File: src/rtl/seq_mult_pkg.sv
// seq_mult_pkg: shared states, default width and counter sizing for the sequential multiplier
package seq_mult_pkg;

    localparam int DEFAULT_WIDTH = 8;

    typedef enum logic [1:0] {ST_IDLE, ST_RUN, ST_DONE} state_t;

    function automatic int ctr_width(input int width);
        return $clog2(width + 1);
    endfunction

endpackage

File: src/rtl/seq_mult_step.sv
// seq_mult_step: one shift-add (or final signed subtract) step of the multiplier
module seq_mult_step #(
    parameter int WIDTH = 8
) (
    input  logic [2*WIDTH:0] i_acc,
    input  logic [WIDTH-1:0] i_mcand,
    input  logic             i_bit,
    input  logic             i_sgn,
    input  logic             i_last,
    output logic [2*WIDTH:0] o_acc
);

    logic [WIDTH:0]   w_ext;
    logic [WIDTH:0]   w_hi;
    logic [2*WIDTH:0] w_sum;
    logic [2*WIDTH:0] w_asr;

    // The upper half is WIDTH+1 bits so neither the unsigned carry nor the
    // signed -2^(W-1) * -2^(W-1) corner can overflow before the shift.
    assign w_ext = {i_sgn & i_mcand[WIDTH-1], i_mcand};
    assign w_hi  = !i_bit ? i_acc[2*WIDTH:WIDTH] :
                   (i_sgn && i_last) ? i_acc[2*WIDTH:WIDTH] - w_ext :
                   i_acc[2*WIDTH:WIDTH] + w_ext;
    assign w_sum = {w_hi, i_acc[WIDTH-1:0]};
    assign w_asr = $signed(w_sum) >>> 1;
    assign o_acc = i_sgn ? w_asr : w_sum >> 1;

endmodule

File: src/rtl/seq_mult_hs.sv
// seq_mult_hs: valid/ready handshaked sequential multiplier, one multiplier bit per cycle
module seq_mult_hs
    import seq_mult_pkg::*;
#(
    parameter int WIDTH = DEFAULT_WIDTH,
    parameter int CTR_W = ctr_width(WIDTH)
) (
    input  logic               clk,
    input  logic               reset,
    input  logic               in_valid,
    output logic               in_ready,
    input  logic [WIDTH-1:0]   a,
    input  logic [WIDTH-1:0]   b,
    input  logic               sgn,
    output logic               out_valid,
    input  logic               out_ready,
    output logic [2*WIDTH-1:0] p
);

    state_t             r_state;
    state_t             w_next;
    logic [CTR_W-1:0]   r_ctr;
    logic [2*WIDTH:0]   r_acc;
    logic [2*WIDTH:0]   w_acc_next;
    logic [WIDTH-1:0]   r_a;
    logic [WIDTH-1:0]   r_b;
    logic               r_sgn;
    logic [2*WIDTH-1:0] r_p;
    logic               w_accept;
    logic               w_last;

    assign w_accept = in_valid && in_ready;
    assign w_last   = r_ctr == CTR_W'(WIDTH - 1);
    assign p        = r_p;

    seq_mult_step #(.WIDTH(WIDTH)) u_step (
        .i_acc   (r_acc),
        .i_mcand (r_b),
        .i_bit   (r_a[0]),
        .i_sgn   (r_sgn),
        .i_last  (w_last),
        .o_acc   (w_acc_next)
    );

    // State register
    always_ff @(posedge clk) begin
        if (reset) r_state <= ST_IDLE;
        else       r_state <= w_next;
    end

    // Next state and handshake outputs; DONE accepts new work only when the result is taken
    always_comb begin
        w_next    = r_state;
        in_ready  = 1'b0;
        out_valid = 1'b0;
        case (r_state)
            ST_IDLE: begin
                in_ready = 1'b1;
                w_next   = w_accept ? ST_RUN : ST_IDLE;
            end
            ST_RUN: w_next = w_last ? ST_DONE : ST_RUN;
            ST_DONE: begin
                in_ready  = out_ready;
                out_valid = 1'b1;
                w_next    = !out_ready ? ST_DONE : (in_valid ? ST_RUN : ST_IDLE);
            end
            default: w_next = ST_IDLE;
        endcase
    end

    // Operand latch, per-step accumulate/shift, and product capture on the final step
    always_ff @(posedge clk) begin
        if (reset) begin
            r_a   <= '0;
            r_b   <= '0;
            r_sgn <= 1'b0;
            r_ctr <= '0;
            r_acc <= '0;
            r_p   <= '0;
        end else if (w_accept) begin
            r_a   <= a;
            r_b   <= b;
            r_sgn <= sgn;
            r_ctr <= '0;
            r_acc <= '0;
        end else if (r_state == ST_RUN) begin
            r_a   <= r_a >> 1;
            r_ctr <= r_ctr + CTR_W'(1);
            r_acc <= w_acc_next;
            if (w_last) r_p <= w_acc_next[2*WIDTH-1:0];
        end
    end

endmodule

File: config.mk
export PLATFORM = sky130hd
export DESIGN_NAME = seq_mult_hs
export DESIGN_NICKNAME = d
export VERILOG_FILES = /design/src/rtl/seq_mult_pkg.sv /design/src/rtl/seq_mult_step.sv /design/src/rtl/seq_mult_hs.sv
export SDC_FILE = /design/constraint.sdc
export NUM_CORES = 1
export LEC_CHECK = 0
export ABC_AREA = 1
export CAP_MARGIN = 10
export CORE_UTILIZATION = 54
export DETAILED_ROUTE_END_ITERATION = 7
export GPL_TIMING_DRIVEN = 0
export PLACE_DENSITY_LB_ADDON = 0.3
export SLEW_MARGIN = 15
export SYNTH_ARGS = -nofsm -noshare
export SYNTH_HDL_FRONTEND = slang
export SYNTH_SLANG_ARGS = --single-unit
File: constraint.sdc
create_clock -name clk -period 2.9 [get_ports clk]
set_clock_uncertainty 0.2 [all_clocks]
set_input_delay 0.435 -clock clk [delete_from_list [all_inputs] [get_ports clk]]
set_output_delay 0.435 -clock clk [all_outputs]
set_load 0.005 [all_outputs]
== Yosys cells after proc, flatten, opt, wreduce, memory -nomap -nowiden ==
Cells that the tools add are included.

* Add/sub/neg operators: 3
* Equality and inequality tests: 3
* Muxes and demuxes: 12
* Bitwise gates (word level): 2
* Reduce and logical (&&, ||, !) cells: 6

{| class="wikitable"
|+ Operator list
! cell !! number
|-
| 9-bit 2-to-1 mux || 2
|-
| 17-bit 2-to-1 mux || 1
|-
| 8-bit 2-to-1 mux || 2
|-
| 9-bit adder || 1
|-
| 9-bit subtractor || 1
|-
| 2-bit case mux with 3 select lines || 1
|-
| 4-bit by 1-bit adder with 4-bit output, second input constant || 1
|-
| 4-bit by 3-bit == test with 1-bit output, second input constant || 1
|-
| 2-bit 2-to-1 mux || 2
|-
| 1-bit 2-to-1 mux || 3
|-
| 3-bit AND reduction || 1
|-
| 2-bit by 1-bit == test with 1-bit output, second input constant || 1
|-
| 2-bit == test, second input constant || 1
|-
| 1-bit logical AND || 2
|-
| 2-bit logical NOT || 1
|-
| 1-bit case mux with 2 select lines || 1
|-
| 2-bit nonzero test || 1
|-
| 2-bit OR reduction || 1
|-
| 1-bit bitwise AND || 1
|-
| 1-bit inverter || 1
|}

* Register bits: 56
* Input bits: 21
* Logic and storage cells: 33

== Depth between registers and ports, before layout ==
* Depth in word-level cells: 5
* Gate-level depth with buffers: 19
* Depth with buffers taken out: 19

== Cells and area by module ==
A second synthesis with hierarchy kept.

* Cells, all modules: 420
* Area total of the unflattened synthesis: 2896.5 um^2

{| class="wikitable"
|+ By module, submodules not included
! module !! times used !! cells each !! area each (um^2) !! sequential area each (um^2)
|-
| seq_mult_hs || 1 || 289 || 2163.3 || 1121.1
|-
| seq_mult_step || 1 || 131 || 733.2 || 0.0
|}

== Least setup slack after synthesis ==
Ideal clock, no wire load.

* Kind: register -> register
* From: register r_ctr[0]
* To: register r_acc[13]
* Library setup time: 116 ps
* Arrival time: 2311 ps
* Data required time: 2584 ps
* Setup slack: 273 ps
* Cell stages (with the launch flop): 18
* Path buffers: 0
* Clock period less this slack: 2627 ps
* Cell sequence: dfxtp_1 -> ha_1 -> nand2_1 -> inv_2 -> nand3_2 -> inv_1 -> or2_2 -> xor2_1 -> ha_1 -> nand3_1 -> nand3_1 -> inv_1 -> o21bai_1 -> or2_1 -> nand3_1 -> o21ai_1 -> o21ai_0 -> inv_1

* Word-level cells in the longest chain between the ends: 5

{| class="wikitable"
|+ Ends and longest elaborated chain
! item !! line !! text
|-
| from (decl) || seq_mult_hs.sv:22 || <nowiki>logic [CTR_W-1:0] r_ctr;</nowiki>
|-
| from (signal assigned) || seq_mult_hs.sv:88 || <nowiki>r_ctr <= r_ctr + CTR_W'(1);</nowiki>
|-
| 4-bit by 3-bit == test with 1-bit output || seq_mult_hs.sv:33 || <nowiki>assign w_last = r_ctr == CTR_W'(WIDTH - 1);</nowiki>
|-
| 1-bit logical AND || seq_mult_step.sv:22 || <nowiki>(i_sgn && i_last) ? i_acc[2*WIDTH:WIDTH] - w_ext :</nowiki>
|-
| 9-bit 2-to-1 mux || seq_mult_step.sv:22 ||
|-
| 9-bit 2-to-1 mux || seq_mult_step.sv:21 || <nowiki>assign w_hi = !i_bit ? i_acc[2*WIDTH:WIDTH] :</nowiki>
|-
| 17-bit 2-to-1 mux || seq_mult_step.sv:26 || <nowiki>assign o_acc = i_sgn ? w_asr : w_sum >> 1;</nowiki>
|-
| to (signal assigned) || seq_mult_hs.sv:89 || <nowiki>r_acc <= w_acc_next;</nowiki>
|-
| to (decl) || seq_mult_hs.sv:23 || <nowiki>logic [2*WIDTH:0] r_acc;</nowiki>
|}

No other way between the ends.
A chain may end at the register's enable or synchronous reset.

== Worst setup path in the final report ==
* From: register r_ctr[0]
* To: register r_acc[14]

Same word-level chain as after synthesis.

==> flow_summary.ini <==
[clock_network]
clk_path_buf_depth = 2
root_buffer = clkbuf_8
cts.clk_slew.worst_paths_ps = 110
clkLatencyLatePin_ps = 330
numCtsBuffers = 5
cts_tree = yes
clock-sinks = 55
htreeDepth = 2
hold_buffers = 0

[place]
hpwl_microns = 4570
io_buffers = 38
numPlacedInstances = 490
gp_congestion = 0.855

[layout]
syn2layout_area_growth_pct = 24.7
layout_common_cells = 91 x nand2_1, 53 x dfxtp_1, 43 x inv_1
fin_nets = 469
num_antenna_cells = 0
finalNonFillerCells = 505
fillCellCount = 415
final_common_cell = nand2_1
multi_input_area_sq_um = 1460
drive_gt1_share_pct = 15.8
seq_area_sq_um = 1100

[detailed_routing]
first_pass_iters = 4
drc_errors = 0
routed_wl_microns = 6450
vias = 2598
drt_iter0_drc = 168
post_drt_wl_per_cell_microns = 12.8
detail_route.vias_per_cell = 5.14
drtAntennaViolNets = 0

[critical_path]
worstPathRequired_ps = 2920
worstSetupPathType = register to register
start_kind = register
end_kind = register
crit_path_max_fanout = 5
cp_data_arrival_time_ps = 2820

[grt]
gr-max-usage-layer = met2
grt_pass1_vias = 2396
overflow = 0
grt_util_met1_pct = 32.4
met3_usage_pct = 5.76
antenna_found_initial = 0
grt_use_total_pct = 25.8
grt_pass1_wl_microns = 10600
grt_max_degree = 19
global_route.usage.met2_pct = 44.3

[synth]
yosysSeqAreaShare_pct = 39.8
synth-simple-area-share_pct = 26.6
yosys.cell_types.count = 34
synth_flop_cell = dfxtp_1
yosys.area_share.adder_pct = 5.24
syn_area_sq_um = 2770
syn-instance-count = 385
syn_avg_cell_area_sq_um = 7.19
synth-edff-count = 0
async_flop_share_pct = 0
synth_top_family_by_area = simple AND/OR/NAND/NOR gates
synthMuxAreaShare_pct = 0
synth_fp_nets = 417
synth_compound_area_share_pct = 15.9
yosys_register_bits = 55
yosysWarnings = 0
synth-xor-area-share_pct = 2.53

[timing]
layout_min_cycle_time_ps = 2790
post-route-period-util_pct = 96.3
drv_slew = 0
slew_headroom_pct = 57.8
setup_viol = 0
tightest_slew_ps = 633
hold_viol_final = 0
fmax_mhz = 358
whs_ps = 272

[die]
fp.dieW_microns = 73.6
fp.coreArea_sq_um = 4820
fp.dieH_microns = 73.6
row_count = 25
dieArea_sq_um = 5420
initial_core_util_pct = 57.5
ios = 39

[power_and_ir_drop]
p_leak_nw = 1.44
p_int_w = 0.00110
clkPwrFrac_pct = 28.1
ir_drop_uv = 324
power_frac_comb_pct = 21.9
p_sw_share_pct = 31.6
seqPwrFrac_pct = 50.0
power.switching_w = 0.000507
powerDensity_nw_per_um2 = 466

[job]
drv_cap = 0

[worst_hold_path]
hold_path_class = register to register

[outcome]
status = complete, no violations
## logic make-up (layout without fill, tap and decap cells)
group,count (synthesis),in the layout
fa+ha+maj,11,11
xor+xnor,8,8
buf+inv,64,117
compound gates,79,79
simple gates,168,168
flops,55,55
## synthesized netlist by cell type, types with 2 or more instances
| library cell | n | area share, % |
|---|---|---|
| nor2_2 | 3 | 0.68 |
| a21oi_1 | 30 | 5.4 |
| nand2_1 | 95 | 13 |
| a21oi_2 | 8 | 2.5 |
| nand2_2 | 9 | 2.0 |
| dfxtp_1 | 55 | 40 |
| nand3_1 | 14 | 2.5 |
| buf_6 | 2 | 0.81 |
| xor2_1 | 8 | 2.5 |
| a31oi_1 | 8 | 1.8 |
| inv_1 | 44 | 6.0 |
| o21ai_0 | 25 | 4.5 |
| nor2_1 | 34 | 4.6 |
| o21ai_1 | 5 | 0.90 |
| nor3_1 | 3 | 0.54 |
| clkbuf_1 | 7 | 0.95 |
| buf_2 | 3 | 0.54 |
| inv_2 | 5 | 0.68 |
| nand4_1 | 2 | 0.45 |
| o22ai_1 | 2 | 0.45 |
| ha_1 | 10 | 4.5 |
## metrics by stage
step | cell area (sq um) | TNS, ps | setup WS (ps) | util [%] | total power [W]
finish | 3450 | 0 | 108 | 71.6 | 0.00161
global route | 3450 | -131 | -43.7 | 71.6 | 0.00168
CTS | 3330 | 0 | 2.51 | 69.1 | 0.00157
detailed placement | 3230 | -16.0 | -8.04 | 67.1 | 0.00113
global placement | 3230 | 0 | 68.9 | 67.1 | 0.00112
floorplan | 2770 | 0 | 273 | - | 0.00104
## critical path, stage by stage (launching register included)
cell and delay, ps:
dfxtp_2 350, ha_4 160, nand2_2 50, inv_2 50
nand3_4 80, inv_2 50, or2_2 270, xor2_1 150
ha_1 390, nand3_2 100, nand2_2 80, nand2_2 60
o21ai_2 180, nand2_1 90, nand2_1 60, nand2_1 60
nand3_2 80, nand3_2 80, nand2_1 100, inv_1 40
## power by group through the flow
stage / clock, W / sequential (W) / combinational (W)
5_1_grt: 0.000484 / 0.000808 / 0.000391
6_report: 0.000452 / 0.000804 / 0.000351
3_5_place_dp: 0 / 0.000819 / 0.000311
2_1_floorplan: 0 / 0.000813 / 0.000227
4_1_cts: 0.000451 / 0.000802 / 0.000316
3_3_place_gp: 0 / 0.000818 / 0.000303
## registers in the layout, summed over array words and instances, names as in the netlist
signal and count:
r_b 8, r_ctr 4, r_sgn 1, r_state 2, r_a 8, p 16, r_acc 16
## cell type report
class / count / share of cell area, %
Buffer: 15 / 2.61
Tap cell: 67 / 2.43
Timing Repair Buffer: 45 / 12.5
Clock buffer: 5 / 1.99
Clock inverter: 3 / 0.689
Inverter: 49 / 5.33
Multi-Input combinational cell: 266 / 42.4
Sequential cell: 55 / 32.0
## layer usage
metal	up-vias	wire length, microns
met1	1208	2790
met4	0	99
met5	-	0
met3	8	269
met2	52	3290
li1	1330	-
## worst paths after layout
check / startpoint / cells after the start / end / slack, ps
worst min-delay path: r_acc[1] / 2 / r_acc[1] / 270
worst max register to register: r_ctr[0] / 19 / r_acc[14] / 110
worst max-delay path: r_ctr[0] / 19 / r_acc[14] / 110
worst min register to register: r_acc[1] / 2 / r_acc[1] / 270
## what timing repair did
action	4_1_cts	5_1_grt
resized for setup	2	20
buffers inserted	0	7
endpoints found under the setup margin	3	11
cloned	0	0
pin swaps	0	9
Power figures use the tool's default switching activity.
